$ cat src/rtl/sca_channel_enable_ctrl.sv
// sca_channel_enable_ctrl: owns the channel-enable vector for the SCA network.
// Replies are held after new enables until the gated resets have released.
module sca_channel_enable_ctrl #(
    parameter int N_CH   = 22,
    parameter int SETTLE = 4
) (
    input  logic            clk,
    input  logic            reset,
    input  logic            cmd_valid,
    output logic            cmd_ready,
    input  logic [7:0]      cmd_code,
    input  logic [7:0]      cmd_trid,
    input  logic [7:0]      cmd_data,
    output logic            rep_valid,
    input  logic            rep_ready,
    output logic [7:0]      rep_trid,
    output logic [7:0]      rep_err,
    output logic [7:0]      rep_data,
    output logic [N_CH-1:0] ch_enable,
    output logic            ch_busy
);

    localparam int CRD_W = N_CH - 16;
    localparam logic [3:0] CNT_LOAD = (SETTLE > 0) ? 4'(SETTLE - 1) : 4'd0;

    localparam logic [7:0] WR_CRB = 8'h02;
    localparam logic [7:0] RD_CRB = 8'h03;
    localparam logic [7:0] WR_CRC = 8'h04;
    localparam logic [7:0] RD_CRC = 8'h05;
    localparam logic [7:0] WR_CRD = 8'h06;
    localparam logic [7:0] RD_CRD = 8'h07;
    localparam logic [7:0] ERR_INVALID = 8'h04;

    typedef enum logic [1:0] {
        S_IDLE,
        S_EXEC,
        S_SETTLE,
        S_REPLY
    } state_t;

    state_t            state_q, state_d;
    logic [7:0]        code_q, code_d;
    logic [7:0]        trid_q, trid_d;
    logic [7:0]        data_q, data_d;
    logic [3:0]        cnt_q, cnt_d;
    logic [N_CH-1:0]   en_q, en_d;
    logic [7:0]        rtrid_q, rtrid_d;
    logic [7:0]        rerr_q, rerr_d;
    logic [7:0]        rdata_q, rdata_d;

    logic [N_CH-1:0]   en_new;
    logic [7:0]        crd_new;
    logic [7:0]        rd_val;
    logic              cmd_ok;

    assign cmd_ready = (state_q == S_IDLE);
    assign rep_valid = (state_q == S_REPLY);
    assign ch_busy   = (state_q == S_SETTLE);
    assign rep_trid  = rtrid_q;
    assign rep_err   = rerr_q;
    assign rep_data  = rdata_q;
    assign ch_enable = en_q;

    // Next-state, command decode and register update
    always_comb begin
        state_d = state_q;
        code_d  = code_q;
        trid_d  = trid_q;
        data_d  = data_q;
        cnt_d   = cnt_q;
        en_d    = en_q;
        rtrid_d = rtrid_q;
        rerr_d  = rerr_q;
        rdata_d = rdata_q;
        en_new  = en_q;
        crd_new = '0;
        rd_val  = '0;
        cmd_ok  = 1'b1;

        unique case (state_q)
            S_IDLE: begin
                if (cmd_valid) begin
                    code_d  = cmd_code;
                    trid_d  = cmd_trid;
                    data_d  = cmd_data;
                    state_d = S_EXEC;
                end
            end
            S_EXEC: begin
                case (code_q)
                    WR_CRB: en_new[7:0]       = data_q;
                    WR_CRC: en_new[15:8]      = data_q;
                    WR_CRD: en_new[N_CH-1:16] = data_q[CRD_W-1:0];
                    RD_CRB, RD_CRC, RD_CRD: cmd_ok = 1'b1;
                    default: cmd_ok = 1'b0;
                endcase
                crd_new[CRD_W-1:0] = en_new[N_CH-1:16];
                case (code_q)
                    WR_CRB, RD_CRB: rd_val = en_new[7:0];
                    WR_CRC, RD_CRC: rd_val = en_new[15:8];
                    WR_CRD, RD_CRD: rd_val = crd_new;
                    default:        rd_val = 8'h00;
                endcase
                en_d    = en_new;
                rtrid_d = trid_q;
                rerr_d  = cmd_ok ? 8'h00 : ERR_INVALID;
                rdata_d = rd_val;
                cnt_d   = CNT_LOAD;
                if ((|(en_new & ~en_q)) && (SETTLE > 0)) begin
                    state_d = S_SETTLE;
                end else begin
                    state_d = S_REPLY;
                end
            end
            S_SETTLE: begin
                if (cnt_q == 4'd0) begin
                    state_d = S_REPLY;
                end else begin
                    cnt_d = cnt_q - 4'd1;
                end
            end
            S_REPLY: begin
                if (rep_ready) begin
                    state_d = S_IDLE;
                end
            end
        endcase
    end

    // State and datapath registers with synchronous reset
    always_ff @(posedge clk) begin
        if (reset) begin
            state_q <= S_IDLE;
            code_q  <= '0;
            trid_q  <= '0;
            data_q  <= '0;
            cnt_q   <= '0;
            en_q    <= '0;
            rtrid_q <= '0;
            rerr_q  <= '0;
            rdata_q <= '0;
        end else begin
            state_q <= state_d;
            code_q  <= code_d;
            trid_q  <= trid_d;
            data_q  <= data_d;
            cnt_q   <= cnt_d;
            en_q    <= en_d;
            rtrid_q <= rtrid_d;
            rerr_q  <= rerr_d;
            rdata_q <= rdata_d;
        end
    end

endmodule

$ cat config.mk
export PLATFORM = sky130hd
export DESIGN_NAME = sca_channel_enable_ctrl
export DESIGN_NICKNAME = d
export VERILOG_FILES = /design/src/rtl/sca_channel_enable_ctrl.sv
export SDC_FILE = /design/constraint.sdc
export NUM_CORES = 1
export LEC_CHECK = 0
export ABC_CLOCK_PERIOD_IN_PS = 2400
export CORE_ASPECT_RATIO = 1.2
export CORE_MARGIN = 4
export CORE_UTILIZATION = 49
export DETAILED_ROUTE_END_ITERATION = 10
export MAX_ROUTING_LAYER = met4
export PLACE_DENSITY = 0.83
export SYNTH_ARGS = -nofsm -noshare
export SYNTH_HDL_FRONTEND = slang
export SYNTH_SLANG_ARGS = --single-unit
$ cat constraint.sdc
create_clock -name clk -period 2.4 [get_ports clk]
set_input_delay 0.48 -clock clk [delete_from_list [all_inputs] [get_ports clk]]
set_output_delay 0.48 -clock clk [all_outputs]
set_load 0.005 [all_outputs]
Yosys cells after proc, flatten, opt, wreduce, memory -nomap -nowiden. Index checks and enable logic that the tools add are counted.

Output and inout port bits: 49. Logic and storage cells: 53. Input bits: 28. Register bits: 76.

Eq/ne operators: 13. Add/sub/neg operators: 1. Bitwise gates (word level): 2. Reductions and logical operators: 11. Muxes and demuxes: 17.

Operator list (count): $eq 8x3->1 const B (4); $mux 8 (4); $pmux 8 s3 (1); $and 22x22->22 (1); $not 22->22 (1); $reduce_or 22->1 (1); $eq 8x2->1 const B (2); $mux 6 (2); $pmux 2 s4 (1); $pmux 4 s2 (1); $mux 2 (3); $reduce_or 2->1 (3); $reduce_or 6->1 (1); $eq 2x2->1 const B (2); $logic_not 4->1 (1); $mux 4 (1); $ne 2x1->1 const B (2); $ne 2x2->1 const B (2); $reduce_and 2->1 (2); $sub 4x1->4 const B (1); $mux 1 (3); $mux 3 (1); $reduce_and 3->1 (1); $eq 2x1->1 const B (1); 2 further kinds (2).

Longest topological paths before layout.
Depth after elaboration: 7. Gate-level depth with buffers: 8. Mapped depth without buffers: 7.

Least setup slack after synthesis. Ideal clock, no wire load.

Path type: reg2reg. Start: register code_q[7]. End: register en_q[16], in the netlist ch_enable[16]. Arrival: 1.557 ns. Data required time: 2.272 ns. Cell stages (with the launch flop): 6. Period minus slack after synthesis: 1.685 ns. Buffers on the path: 0. Slack: 0.715 ns. Library setup time: 0.128 ns. Path through: dfxtp_1 or4_4 nor3_4 nand4_4 mux2i_1 nor2_1.

Word-level cells in the longest chain between the ends: 3.

RTL lines: start, declared (RTL line 42) `logic [7:0] code_q, code_d;`; start signal, assigned (RTL line 144) `code_q <= code_d;`; $eq 8x3->1 (RTL line 90) `case (code_q)`; $mux 6 (RTL line 90); $mux 6 (RTL line 80) `unique case (state_q)`; end signal, assigned (RTL line 148) `en_q <= en_d;`; end, declared (RTL line 46) `logic [N_CH-1:0] en_q, en_d;`.

Every way passes these cells. The select of a mux whose other input is x is not followed. A chain may end at the register's enable or synchronous reset.

Worst setup path in the final report.
Start: register state_q[0]. End: output cmd_ready.

Word-level cells in the longest chain between the ends: 1.

RTL lines: start, declared (RTL line 41) `state_t state_q, state_d;`; start signal, assigned (RTL line 143) `state_q <= state_d;`; $logic_not 2->1 (RTL line 56) `assign cmd_ready = (state_q == S_IDLE);`; end, declared (RTL line 10) `output logic cmd_ready,`.

Every way passes these cells.

==> summary.md <==
| Metric | Value |
|---|---|
| Share of layout cells above drive strength 1 | 7.67% |
| FF+latch count, synth | 69 |
| TritonRoute pass-1 iters | 4 |
| Vias in the first global route | 2612 |
| CP Class | reg -> out |
| Tot Pwr | 3.28 mW |
| Most frequent cells in the layout | dfxtp_1, clkdlybuf4s50_1, nand2_1 |
| CTS Sinks | 69 |
| 1st-iter DRT viols | 225 |
| Width of the die | 81.0 um |
| Worst path required time | 1.92 ns |
| Netlist cell types | 37 |
| Initial Utilization | 51.1% |
| DRC Markers | 0 |
| RSZ-0062 raised after global routing | false |
| Clk root buf | clkbuf_8 |
| PD cells | 818 nW/um^2 |
| Core area | 6130 um^2 |
| Dpl hpwl | 5.17 mm |
| Port bufs | 69 |
| IR drop worst, VDD | 0.000414 V |
| Vias per cell | 5.23 |
| CTS Buf Count | 9 |
| Worst R2R Path Depth | 5 |
| GR Util met1 | 24.9% |
| Status | complete, no violations |
| Min-delay worst type | reg -> reg |
| CTS clock-pin slew for the worst setup and hold paths | 0.07 ns |
| Critical path fanouts, max | 6 |
| Post_cts resized | 0 |
| Antenna viol nets, final | 0 |
| Number of synthesis warnings | 0 |
| Placed instance area | 3850 um^2 |
| Fin crit period | 2.09 ns |
| # fillers | 536 |
| Worst flop-to-flop path endpoint | ch_enable[9] |
| Post-Syn Area | 3130 um^2 |
| Full die area | 7730 um^2 |
| Nature of the critical path startpoint | flop |
| Final Cycle Share | 86.9% |
| Number of synthesized flops with an enable pin | 0 |
| DR WL/cell | 14.3 um |
| Hold endpoint | trid_q[3] |
| Antenna violations before repair | 0 |
| Pin count of the biggest net entering global routing | 50 |
| H-tree depth | 3 |
| CTS Buffer Depth | 2 |
| Achievable clock frequency | 480 MHz |
| Die Height | 95.5 um |
| Post-CTS setup buffers | 0 |
| Global route overflow | 0 |
| Hold depth | 2 |
| Endpoint class of the critical path | output pin |
| Final Slew Violations | 0 |
| Total Routing Usage GR | 21.0% |
| Ports | 77 |
| Nets | 460 |
| Reg-to-reg startpoint | code_q[7] |
| Layout Skew | 0.00708 ns |
| First-pass GRT wire length | 12.1 mm |
| Post-route setup TNS | 0 ns |
| Met2 Use GR | 33.6% |
| R2R Setup Slk | 0.50 ns |
| Drt total wl | 7.35 mm |
| Top FF cell, synth | dfxtp_1 |
| Area delta synth->final | 28.2% |
| Gate count after technology mapping | 365 |
| Max cap viols | 0 |
| Avg Cell Area, Syn | 8.57 um^2 |
| Final Worst Setup Slack | 0.315 ns |
| Worst-margin pin slew | 0.648 ns |
| Gr busiest metal | met2 |
| Leakage | 1.65 nW |
| Row Count | 31 |
| Commonest non-fill, non-tap cell in the layout | dfxtp_1 |
| Post-synth ARST share | 0% |
| # setup viols final | 0 |
| Final Hold Vio Count | 0 |
| Placer Congestion | 0.917 |
| DR vias | 2676 |
| Post-route cell area | 4010 um^2 |
| Diodes inserted | 0 |
| CTS tree | built |
| Pre-CTS setup slack | 0.544 ns |
| Hold_sp | trid_q[3] |
| Hold-fix buffers, CTS | 0 |
| Clk_lat worst skew | 0.34 ns |
| Register area share after synthesis | 44.1% |
| Crit path DAT | 1.61 ns |
| Grt met3 use | 3.02% |
| Slew margin rel. | 56.7% |
[state kept, by name, indices dropped and copies added, names as in the netlist]
| name | count |
|---|---|
| cnt_q | 4 |
| code_q | 8 |
| rep_trid | 8 |
| rep_data | 8 |
| trid_q | 8 |
| data_q | 8 |
| state_q | 2 |
| rep_err | 1 |
| ch_enable | 22 |
[stage by stage]
stage               util [%]  std cells  hold WS [ns]
global route            65.5        512         0.478
CTS                     65.5        512         0.458
floorplan                  -        371         0.436
detailed placement      62.8        498         0.449
finish                  65.5        512         0.457
global placement        62.8        498         0.441
[layer usage]
| layer | routed length, um | share of wire (%) | up-vias |
|---|---|---|---|
| li1 | - | - | 1338 |
| met1 | 3260 | 44 | 1249 |
| met2 | 3520 | 48 | 73 |
| met3 | 352 | 4.8 | 16 |
| met4 | 219 | 3.0 | 0 |
| met5 | 0 | 0 | - |
[cells by family (layout without fill, tap and decap cells)]
group | after synthesis | after routing | synth area share (%)
AND/OR/NAND/NOR | 129 | 129 | 19.7
AO/OA/AOI/OAI | 73 | 73 | 13.5
flip-flops | 69 | 69 | 44.1
multiplexers | 44 | 44 | 14.3
buffers and inverters | 44 | 103 | 6.24
adder cells (fa/ha/maj) | 5 | 5 | 2.00
other | 1 | 7 | 0.120
[final cells by class]
| type | instances | area [um^2] | share of cell area, % |
|---|---|---|---|
| inverters | 16 | 60.1 | 1.50 |
| repair buffers | 73 | 728 | 18.1 |
| clock buffers | 12 | 155 | 3.87 |
| multi-input cells | 258 | 1580 | 39.3 |
| clock inverters | 2 | 10.0 | 0.249 |
| well taps | 82 | 103 | 2.56 |
| flip-flops and latches | 69 | 1380 | 34.4 |
[cells in the mapped netlist, types with 2 or more instances]
cell | number | area (um^2)
dfxtp_1 | 69 | 1380
nand2_1 | 53 | 199
nor2_1 | 48 | 180
a21oi_1 | 43 | 215
mux2i_1 | 38 | 380
inv_1 | 16 | 60.1
clkbuf_1 | 15 | 56.3
nor2b_1 | 10 | 62.6
o22ai_1 | 10 | 62.6
buf_4 | 7 | 52.6
mux2_2 | 6 | 67.6
o21ai_0 | 6 | 30.0
ha_1 | 5 | 62.6
a22o_1 | 4 | 35.0
buf_1 | 3 | 11.3
buf_2 | 3 | 15.0
nor3_1 | 3 | 15.0
nand2b_1 | 2 | 12.5
nand3_4 | 2 | 35.0
nand3b_1 | 2 | 15.0
nor3b_1 | 2 | 15.0
o21ba_2 | 2 | 20.0
o31ai_1 | 2 | 15.0
[worst max-delay path, cell delays in order (launching register included)]
cell and delay [ns]:
dfxtp_1 0.36, inv_1 0.12, ha_1 0.26, clkdlybuf4s50_1 0.53
[how the worst max path moves through the flow]
stage | startpoint | to | cells after the start
2_1_floorplan | code_q[7] | ch_enable[16] | 5
3_3_place_gp | code_q[7] | ch_enable[21] | 5
3_5_place_dp | code_q[7] | ch_enable[9] | 5
4_1_cts | state_q[0] | ch_busy | 3
5_1_grt | state_q[0] | cmd_ready | 3
6_report | state_q[0] | cmd_ready | 3
[report_power, final]
group / total, mW / switching [mW] / internal (mW)
clock network: 0.805 / 0.389 / 0.417
logic: 1.05 / 0.581 / 0.465
registers: 1.43 / 0.155 / 1.28
total: 3.28 / 1.13 / 2.16
Note: power is estimated with default switching activity, not from simulation.
